[src/rtl/id_ex_stage.sv]
// -----------------------------------------------------------------------------
// id_ex_stage
//
// ID/EX pipeline register plus the EX-stage operand selector that feeds the
// ALU of the 5-stage MIPS core.
//
// Each rising edge either captures the decoded ID-stage operands and control,
// or loads a bubble when the hazard unit stalls or the branch logic flushes.
// M->E and W->E forwarding is resolved combinationally from the registered
// rs/rt indices. The block then selects ALUIn1/ALUIn2 and passes the
// store-data operand and write-back control on to EX/MEM.
//
// Ports
//   clk, reset          : rising-edge clock; asynchronous active-low reset
//   stall, flush        : either one high at an edge loads a bubble into EX
//   *_D                 : decoded operands/control from the ID stage
//   ALUOut_M, WriteReg_M, RegWrite_M, MemtoReg_M : M-stage forwarding source
//   WD_W, WriteReg_W, RegWrite_W                 : W-stage forwarding source
//   ALUIn1, ALUIn2, ALUOp                        : ALU operands and operation
//   WriteData_E         : forwarded rt value used by stores
//   WriteReg_E, RegWrite_E, MemWrite_E, MemtoReg_E, PC8_E : registered controls
//   Valid_E             : EX holds a real instruction
//
// Valid_E is a pure qualifier with no ready/back-pressure. When it is 1, every
// E output describes one real instruction for exactly this cycle. When it is
// 0, EX holds a bubble: all controls are 0 and ALUOp is NOP_OP.
// -----------------------------------------------------------------------------
module id_ex_stage #(
  parameter int          DW     = 32,
  parameter int          RW     = 5,
  parameter logic [2:0]  NOP_OP = 3'b000
) (
  input  logic          clk,
  input  logic          reset,
  input  logic          stall,
  input  logic          flush,
  input  logic [DW-1:0] RD1_D,
  input  logic [DW-1:0] RD2_D,
  input  logic [DW-1:0] Imm_D,
  input  logic [4:0]    Shamt_D,
  input  logic [RW-1:0] rs_D,
  input  logic [RW-1:0] rt_D,
  input  logic [RW-1:0] WriteReg_D,
  input  logic [2:0]    ALUOp_D,
  input  logic          ALUSrc_D,
  input  logic          RegWrite_D,
  input  logic          MemWrite_D,
  input  logic          MemtoReg_D,
  input  logic [DW-1:0] PC8_D,
  input  logic [DW-1:0] ALUOut_M,
  input  logic [RW-1:0] WriteReg_M,
  input  logic          RegWrite_M,
  input  logic          MemtoReg_M,
  input  logic [DW-1:0] WD_W,
  input  logic [RW-1:0] WriteReg_W,
  input  logic          RegWrite_W,
  output logic [DW-1:0] ALUIn1,
  output logic [DW-1:0] ALUIn2,
  output logic [2:0]    ALUOp,
  output logic [DW-1:0] WriteData_E,
  output logic [RW-1:0] WriteReg_E,
  output logic          RegWrite_E,
  output logic          MemWrite_E,
  output logic          MemtoReg_E,
  output logic [DW-1:0] PC8_E,
  output logic          Valid_E
);

  localparam logic [2:0] OP_SLL = 3'b011;

  // ---------------------------------------------------------------------------
  // E-stage registers
  // ---------------------------------------------------------------------------
  logic [DW-1:0] r_rd1;
  logic [DW-1:0] r_rd2;
  logic [DW-1:0] r_imm;
  logic [4:0]    r_shamt;
  logic [RW-1:0] r_rs;
  logic [RW-1:0] r_rt;
  logic [RW-1:0] r_write_reg;
  logic [2:0]    r_alu_op;
  logic          r_alu_src;
  logic          r_reg_write;
  logic          r_mem_write;
  logic          r_mem_to_reg;
  logic [DW-1:0] r_pc8;
  logic          r_valid;

  logic          w_bubble;
  logic [DW-1:0] w_fwd_rs;
  logic [DW-1:0] w_fwd_rt;
  logic [DW-1:0] w_shamt_ext;

  // stall and flush together still produce a single bubble
  assign w_bubble = stall | flush;

  always_ff @(posedge clk or negedge reset) begin
    if (!reset) begin
      r_rd1        <= '0;
      r_rd2        <= '0;
      r_imm        <= '0;
      r_shamt      <= '0;
      r_rs         <= '0;
      r_rt         <= '0;
      r_write_reg  <= '0;
      r_alu_op     <= NOP_OP;
      r_alu_src    <= 1'b0;
      r_reg_write  <= 1'b0;
      r_mem_write  <= 1'b0;
      r_mem_to_reg <= 1'b0;
      r_pc8        <= '0;
      r_valid      <= 1'b0;
    end else if (w_bubble) begin
      r_rd1        <= '0;
      r_rd2        <= '0;
      r_imm        <= '0;
      r_shamt      <= '0;
      r_rs         <= '0;
      r_rt         <= '0;
      r_write_reg  <= '0;
      r_alu_op     <= NOP_OP;
      r_alu_src    <= 1'b0;
      r_reg_write  <= 1'b0;
      r_mem_write  <= 1'b0;
      r_mem_to_reg <= 1'b0;
      r_pc8        <= '0;
      r_valid      <= 1'b0;
    end else begin
      r_rd1        <= RD1_D;
      r_rd2        <= RD2_D;
      r_imm        <= Imm_D;
      r_shamt      <= Shamt_D;
      r_rs         <= rs_D;
      r_rt         <= rt_D;
      r_write_reg  <= WriteReg_D;
      r_alu_op     <= ALUOp_D;
      r_alu_src    <= ALUSrc_D;
      r_reg_write  <= RegWrite_D;
      r_mem_write  <= MemWrite_D;
      r_mem_to_reg <= MemtoReg_D;
      r_pc8        <= PC8_D;
      r_valid      <= 1'b1;
    end
  end

  // ---------------------------------------------------------------------------
  // Forwarding: M beats W. $0 is never forwarded. A load sitting in M is not
  // forwarded because its data does not exist yet; the hazard unit stalls
  // that case, so the W path (or the register value) is used instead.
  // ---------------------------------------------------------------------------
  always_comb begin
    w_fwd_rs = r_rd1;
    if ((r_rs != '0) && RegWrite_M && (WriteReg_M == r_rs) && !MemtoReg_M)
      w_fwd_rs = ALUOut_M;
    else if ((r_rs != '0) && RegWrite_W && (WriteReg_W == r_rs))
      w_fwd_rs = WD_W;
  end

  always_comb begin
    w_fwd_rt = r_rd2;
    if ((r_rt != '0) && RegWrite_M && (WriteReg_M == r_rt) && !MemtoReg_M)
      w_fwd_rt = ALUOut_M;
    else if ((r_rt != '0) && RegWrite_W && (WriteReg_W == r_rt))
      w_fwd_rt = WD_W;
  end

  assign w_shamt_ext = {{(DW-5){1'b0}}, r_shamt};

  // ---------------------------------------------------------------------------
  // Operand selection: sll shifts the rt value by shamt. Every other op uses
  // rs, with the immediate replacing rt when ALUSrc is set.
  // ---------------------------------------------------------------------------
  always_comb begin
    ALUIn1 = w_fwd_rs;
    ALUIn2 = r_alu_src ? r_imm : w_fwd_rt;
    if (r_alu_op == OP_SLL) begin
      ALUIn1 = w_shamt_ext;
      ALUIn2 = w_fwd_rt;
    end
  end

  assign ALUOp       = r_alu_op;
  assign WriteData_E = w_fwd_rt;
  assign WriteReg_E  = r_write_reg;
  assign RegWrite_E  = r_reg_write;
  assign MemWrite_E  = r_mem_write;
  assign MemtoReg_E  = r_mem_to_reg;
  assign PC8_E       = r_pc8;
  assign Valid_E     = r_valid;

endmodule

[config.mk]
export PLATFORM = sky130hd
export DESIGN_NAME = id_ex_stage
export DESIGN_NICKNAME = d
export VERILOG_FILES = /design/src/rtl/id_ex_stage.sv
export SDC_FILE = /design/constraint.sdc
export NUM_CORES = 1
export LEC_CHECK = 0
export CORE_AREA = 5 5 146 148
export CTS_BUF_LIST = sky130_fd_sc_hd__clkbuf_8
export DETAILED_ROUTE_END_ITERATION = 10
export DIE_AREA = 0 0 151 153
export PLACE_DENSITY = 0.77
export SLEW_MARGIN = 10
export SYNTH_ARGS = -nofsm -noshare
export SYNTH_HDL_FRONTEND = slang
export SYNTH_SLANG_ARGS = --single-unit
[constraint.sdc]
create_clock -name clk -period 2 [get_ports clk]
set_input_delay 0.3 -clock clk [delete_from_list [all_inputs] [get_ports clk]]
set_output_delay 0.3 -clock clk [all_outputs]
set_load 0.005 [all_outputs]
# Word level (Yosys, flattened, before mapping)
# Index checks and enable logic that the tools add are counted.
# word_totals
word_cells	54
input_bits	236
regBits	156
out_inout_bits	140
# classes
n_reduce_logical	13
n_eq_ne	5
n_bitwise	1
n_mux	21
# op_table
operator	n
two-way mux 32 bit	11
equality test 5 bit	4
two-way mux 5 bit	4
logical AND 1 bit	10
nonzero test 5 bit	2
two-way mux 1 bit	5
equality test 3 x 2 -> 1 bit, second input constant	1
two-way mux 3 bit	1
logical NOT 1 bit	1
bitwise OR 1 bit	1

# Longest topological paths before layout
# Gate-level depths: netlist of run 1.
# depth
depth_word	7
depth_mapped	8
depth_no_buf	5

# Worst setup path after synthesis of run 1
# OpenSTA, ideal clock, no wires.
# synth_path
kind	register -> output
start	register r_rs[0]
end	output ALUIn1[2]
arrival_time_ps	1870
required_ps	1700
stages_incl_launch_ff	8
path_buffers	2
path_slack_ps	-170
cell_sequence	dfrtp_1 or4_4 a21bo_1 and3_1 buf_6 buf_8 a211oi_1 o21ai_1
# synth_via
elab_chain_cells	6
# synth_rtl
element	line	source
from (decl)	78	logic [RW-1:0] r_rs;
from (signal assigned)	133	r_rs <= rs_D;
nonzero test 5 bit	153, 155	
logical AND 1 bit, on equally long branches (2 in a row)	155, 153	
two-way mux 32 bit / logical AND 1 bit (equally long branches)	155, 153	
two-way mux 32 bit (*)	153	if ((r_rs != '0) && RegWrite_M && (WriteReg_M == r_rs) && !MemtoReg_M)
two-way mux 32 bit (*)	176	if (r_alu_op == OP_SLL) begin
to (decl)	57	output logic [DW-1:0] ALUIn1,
# Every way passes the cells marked *; elsewhere a longest branch is shown, timed or not.

# Final worst setup path of run 1
# layout_path
start	register r_rs[4]
end	output ALUIn1[8]
# Same word-level chain as after synthesis.

==> impl_metrics.ini, run 1 <==
[clock_network]
cts_max_level = 4
clkSlewWorstSetupHoldPaths_ns = 0.09
tritoncts_num_sinks = 156
tritoncts = done
clockRootBuffer = clkbuf_8
cts.path.max_buffers = 2
numCtsBuffers = 17

[power_and_ir_drop]
cell_internal_pwr_w = 0.00508
switching_share_pct = 28.5
p_sw_w = 0.00203
cellPowerDensity_nw_per_um2 = 536
seq_power_share_pct = 46.8
combinational_power_share_pct = 20.0
worst_ir_drop_vdd_mv = 0.462
p_leak_nw = 5.81
clock_power_share_pct = 33.1

[finish]
nets = 1372
fill_cells = 1527
synthToLayoutAreaGrowth_pct = 83.5
post-route-cell-area_sq_um = 13300
insertedDiodeCount = 0
share_of_layout_cells_above_drive_strength_1_pct = 32.2

[logic_synthesis]
synth.avg_cell_area_sq_um = 10.5
yosys_register_bits = 156
ys_warn_count = 0
synthDistinctLibCells = 29
sequential_cell_area_fraction_in_the_yosys_report_pct = 54.0
post_synth_instance_area_sq_um = 7230
synth_cells = 689
synthesized_nets = 925

[global_routing]
grt_first_pass_wirelength_um = 44000
maximum_number_of_pins_on_one_net_before_global_route_repair = 103
grt_pass1_vias = 7633
grt_antenna_before_repair = 0
grt_remaining_overflow = 0
groute.usage.overall_pct = 25.5

[setup_path]
crit_buf_inv = 3
worstSetupStartpointType = flip-flop
critical_path.cell_chain = or4_4 > a21bo_1 > and3_4 > buf_12 > buf_6 > mux2i_1 > o2bb2ai_1 > buf_2
slowest_delay_ns = 0.57
critPathKind = reg -> out
crit_family = simple AND/OR/NAND/NOR gates
required_ns = 1.70
critPathMaxFanout = 5
timing.critical_path.to_type = output port
crit_path_max_delay_cell_type = or4_4
critPathArrivalTime_ns = 2.60
path_depth = 8

[timing]
final.setup.worst_slack_ns = -0.896
final_count_of_hold_timing_violations = 0
f_max_ghz = 0.345
period_share_pct = 145
setup-violations-final = 96
worst_slew_pin_slew_ns = 0.414
final_period_minus_worst_setup_slack_ns = 2.90
setup_tns_ns = -76.32
timing.max_slew.rel_slack_pct = 72.4
grt_setup_unrepaired = true
drv_slew = 0

[drt]
detailroute.via_count = 7048
drc = 0
final_antenna_net_count = 0
routed_wire_length_per_instance_um = 21.2
first_pass_iters = 5
drt-initial-drc-count = 282
final_routed_wirelength_across_all_metal_layers_um = 30100
avgViaCountPerCell = 4.97

[placed_design]
place.gp.congestion = 0.852
io_buffer_count = 375
detailedPlace.worstSlack_ns = -1.02
placedInstanceArea_sq_um = 12000
place_hpwl_um = 21500

[outcome]
run_status = finished with violations
failed_checks = negative setup slack

[floorplan]
die-area_sq_um = 23100
initial_utilization_pct = 36.3
die-width_um = 151
fp_rows = 52
pin_count = 376
core_outline_area_sq_um = 19900
vert_die_dim_um = 153

[worst_hold_path]
min_path_type = in -> async

[run]
max-cap-violations = 0
-- cell usage in the layout (no fill, tap or decap), types with 6 or more instances in the layout --
| cell | count |
|---|---|
| clkbuf_8 | 17 |
| buf_4 | 57 |
| buf_12 | 25 |
| dfrtp_1 | 153 |
| mux2i_4 | 33 |
| inv_8 | 6 |
| and2_1 | 158 |
| buf_2 | 91 |
| nand2_1 | 10 |
| mux2i_1 | 23 |
| a21oi_2 | 23 |
| clkdlybuf4s50_1 | 278 |
| o2bb2ai_1 | 21 |
| nor3_1 | 23 |
| xor2_1 | 9 |
| a21oi_1 | 9 |
| nor3_2 | 13 |
| buf_6 | 19 |
| a211oi_2 | 37 |
| o21ai_1 | 6 |
| nor2_1 | 66 |
-- flip-flops by register name, summed over array words and instances (netlist names) --
name / cells
MemtoReg_E: 1
r_rd1: 32
r_shamt: 5
r_rs: 5
RegWrite_E: 1
MemWrite_E: 1
Valid_E: 1
r_alu_src: 1
r_imm: 32
WriteReg_E: 5
PC8_E: 32
ALUOp: 3
r_rt: 5
r_rd2: 32
-- power by group through the flow --
stage | Combinational, W | Clock (W) | Sequential, W
3_5_place_dp | 0.00139 | 0 | 0.00338
3_3_place_gp | 0.00138 | 0 | 0.00337
4_1_cts | 0.00141 | 0.00242 | 0.00333
2_1_floorplan | 0.000364 | 0 | 0.00337
6_report | 0.00142 | 0.00236 | 0.00333
5_1_grt | 0.00152 | 0.00257 | 0.00334
-- synthesized netlist by cell type, drive strengths merged --
cell type / instances / area share [%]
a211oi: 37 / 3.8
nand2: 11 / 0.57
nor2: 69 / 3.6
xnor2: 8 / 0.97
o21ai: 11 / 0.76
a21bo: 1 / 0.14
a21oi: 32 / 2.2
nor3: 37 / 2.6
mux2i: 59 / 8.2
or4: 1 / 0.16
or2: 2 / 0.17
nor2b: 1 / 0.087
nand4: 2 / 0.17
inv: 5 / 0.26
and2: 159 / 14
o2bb2ai: 27 / 3.3
a31oi: 5 / 0.43
o2111a: 1 / 0.16
xor2: 9 / 1.1
buf: 14 / 1.3
nor4: 1 / 0.087
clkbuf: 39 / 2.0
dfrtp: 156 / 54
and3: 1 / 0.087
or3: 1 / 0.087
-- cell families after synthesis --
| logic type | share of synthesized area (%) |
|---|---|
| compound gates | 10.8 |
| xor+xnor | 2.06 |
| mux | 8.17 |
| flops | 54.0 |
| simple gates | 21.3 |
| buf+inv | 3.62 |
-- layer usage --
metal  global-route usage [%]  wire length (um)  vias up
met4                     11.6              1290        0
li1                         -                 -     3235
met2                     45.1             15400      386
met3                     7.97              2830       86
met1                     27.5             10700     3341
met5                        0                 0        -
-- final cells by class --
cell class | count | area [sq um] | share of cell area, %
clock buffers | 17 | 234 | 1.76
well taps | 270 | 338 | 2.55
inverters | 5 | 18.8 | 0.141
multi-input cells | 475 | 4000 | 30.1
clock inverters | 15 | 169 | 1.27
flip-flops and latches | 156 | 3910 | 29.5
repair buffers | 481 | 4600 | 34.7
-- final timing paths --
kind	start	to	slack (ns)
max	r_rs[4]	ALUIn1[8]	-0.90
min	reset	r_rd1[17]	0.33
max in group asynchronous	reset	PC8_E[30]	0.99
min in group clk	WriteReg_D[0]	WriteReg_E[0]	0.37
-- stage by stage --
step	hold slack (ns)	total power [W]	util, %	instances
final	0.329	0.00711	66.6	1419
after detailed placement	0.243	0.00477	60.5	1352
after floorplan	0.00441	0.00373	-	689
after CTS	0.318	0.00716	66.2	1416
after global placement	0.241	0.00475	60.5	1352
after global routing	0.329	0.00744	66.6	1419
-- what timing repair did --
item,4_1_cts,5_1_grt
endpoints found under the setup margin,96,96
endpoints found under the hold margin,37,0
resized for setup,528,23
hold buffers,1,0
setup buffers,28,7
cloned,8,1
pin swaps,55,28
Note: power is estimated with default switching activity, not from simulation.
==> inputs of run 2 (changes only) <==
- CORE_AREA: 5 5 146 148 -> 5 5 150 152
- DIE_AREA: 0 0 151 153 -> 0 0 155 157
- PLACE_DENSITY: 0.77 -> 0.73
==> run 2 against run 1 <==
The run still ends with negative setup slack left; clock power up 3%; worst setup slack worse by 0.0012 ns; flip-flop and latch count unchanged; routed wire length down 4.2%; die area up 5.3%; non-clock buffer count down 14; fmax about the same; global-route usage down 2.9 points; sequential share of layout area unchanged; via count down 1.7%; sequential power about the same.
==> impl_metrics.ini, run 2 (synthesized netlist as in run 1, its figures left out) <==
[drt]
avgViaCountPerCell = 4.92
detailroute.via_count = 6931
drc = 0
final_antenna_net_count = 0
routed_wire_length_per_instance_um = 20.5
first_pass_iters = 5
drt-initial-drc-count = 332
final_routed_wirelength_across_all_metal_layers_um = 28900

[finish]
layout_commonest_cell = clkdlybuf4s50_1
insertedDiodeCount = 0
multi_input_gate_area_sq_um = 4120
synthToLayoutAreaGrowth_pct = 83.5
regArea_sq_um = 3910
fill_cells = 1673
share_of_layout_cells_above_drive_strength_1_pct = 33.6
mostFrequentLayoutCells = clkdlybuf4s50_1, and2_1, dfrtp_1
post-route-cell-area_sq_um = 13300
nets = 1358
utilization_pct = 63.5

[power_and_ir_drop]
combinational_power_share_pct = 19.6
worst_ir_drop_vdd_mv = 0.445
seq_power_share_pct = 46.4
p_sw_w = 0.00208
cell_internal_pwr_w = 0.00510
clock_power_share_pct = 34.0
p_leak_nw = 5.76
switching_share_pct = 29.0
cellPowerDensity_nw_per_um2 = 541

[timing]
final.setup.worst_slack_ns = -0.897
final_period_minus_worst_setup_slack_ns = 2.90
timing.max_slew.rel_slack_pct = 73.9
period_share_pct = 145
worst_slew_pin_slew_ns = 0.392
setup_tns_ns = -73.94
grt_setup_unrepaired = true
drv_slew = 0
setup-violations-final = 96
holdWs_ns = 0.336
f_max_ghz = 0.345
final_count_of_hold_timing_violations = 0

[placed_design]
placedInstanceArea_sq_um = 12000
io_buffer_count = 375
detailedPlace.worstSlack_ns = -1.02
place_hpwl_um = 20700
place.gp.congestion = 0.907

[floorplan]
initial_utilization_pct = 34.6
vert_die_dim_um = 157
pin_count = 376
core_outline_area_sq_um = 20900
fp_rows = 53
die-width_um = 155
die-area_sq_um = 24300

[clock_network]
cts_max_level = 4
clockRootBuffer = clkbuf_8
numCtsBuffers = 17
tritoncts = done
cts.path.max_buffers = 2
tritoncts_num_sinks = 156
clkSlewWorstSetupHoldPaths_ns = 0.10

[run]
max-cap-violations = 0

[global_routing]
grt_antenna_before_repair = 0
grt_remaining_overflow = 0
groute.usage.overall_pct = 22.5
grt_first_pass_wirelength_um = 41600
maximum_number_of_pins_on_one_net_before_global_route_repair = 99
grt_pass1_vias = 7366

[setup_path]
critPathMaxFanout = 8
critPathArrivalTime_ns = 2.60
worstSetupStartpointType = flip-flop
timing.critical_path.to_type = output port
required_ns = 1.70
critPathKind = reg -> out

[worst_hold_path]
min_path_type = in -> async

[outcome]
failed_checks = negative setup slack
run_status = finished with violations
run 2: stage by stage:
stage          total power (W)  std cells
3_5_place_dp           0.00476       1352
6_report               0.00718       1410
3_3_place_gp           0.00475       1352
4_1_cts                0.00720       1403
2_1_floorplan          0.00373        689
5_1_grt                0.00750       1410
run 2: layout make-up:
cell class / count / share of cell area, %
Timing Repair Buffer: 467 / 33.6
Multi-Input combinational cell: 475 / 31.0
Sequential cell: 156 / 29.5
Tap cell: 275 / 2.59
Clock buffer: 17 / 1.76
Clock inverter: 15 / 1.41
Inverter: 5 / 0.141
run 2: worst max path at each step:
stage	start	end	slack, ns	cells past startpoint
final	r_rt[4]	WriteData_E[31]	-0.90	10
after global routing	r_rt[4]	ALUIn2[29]	-1.03	9
after CTS	r_rt[0]	WriteData_E[31]	-0.92	10
after detailed placement	WriteReg_W[3]	ALUIn1[31]	-1.02	9
after global placement	WriteReg_W[3]	ALUIn1[31]	-1.01	9
after floorplan	r_rs[4]	ALUIn1[11]	-0.15	7
run 2: power groups by stage:
stage	combinational [W]	clock (W)	sequential, W
floorplan	0.000364	0	0.00337
global placement	0.00138	0	0.00337
detailed placement	0.00139	0	0.00338
CTS	0.00137	0.00251	0.00332
global route	0.00152	0.00264	0.00334
finish	0.00141	0.00244	0.00333
run 2: routing by layer:
layer	global-route usage, %	part of all wire (%)	vias to the layer above
li1	-	-	3210
met4	9.50	3.6	0
met5	0	0	-
met3	7.92	10	64
met1	25.7	36	3296
met2	38.7	50	361
run 2: worst max-delay path, cell delays in order, from the launching register on:
cell and delay (ns):
dfrtp_2 0.47, nor4_4 0.32, nor3_2 0.07, o2111a_2 0.29
buf_12 0.15, buf_16 0.16, buf_6 0.13, mux2i_2 0.15
buf_4 0.16, a21oi_2 0.12, buf_2 0.12
run 2: timing repair:
action / CTS / global route
pin swaps: 46 / 42
endpoints found under the setup margin: 96 / 96
hold buffers: 1 / 0
endpoints found under the hold margin: 32 / 0
buffers inserted: 15 / 9
gates cloned: 3 / 2
resized for setup: 450 / 141
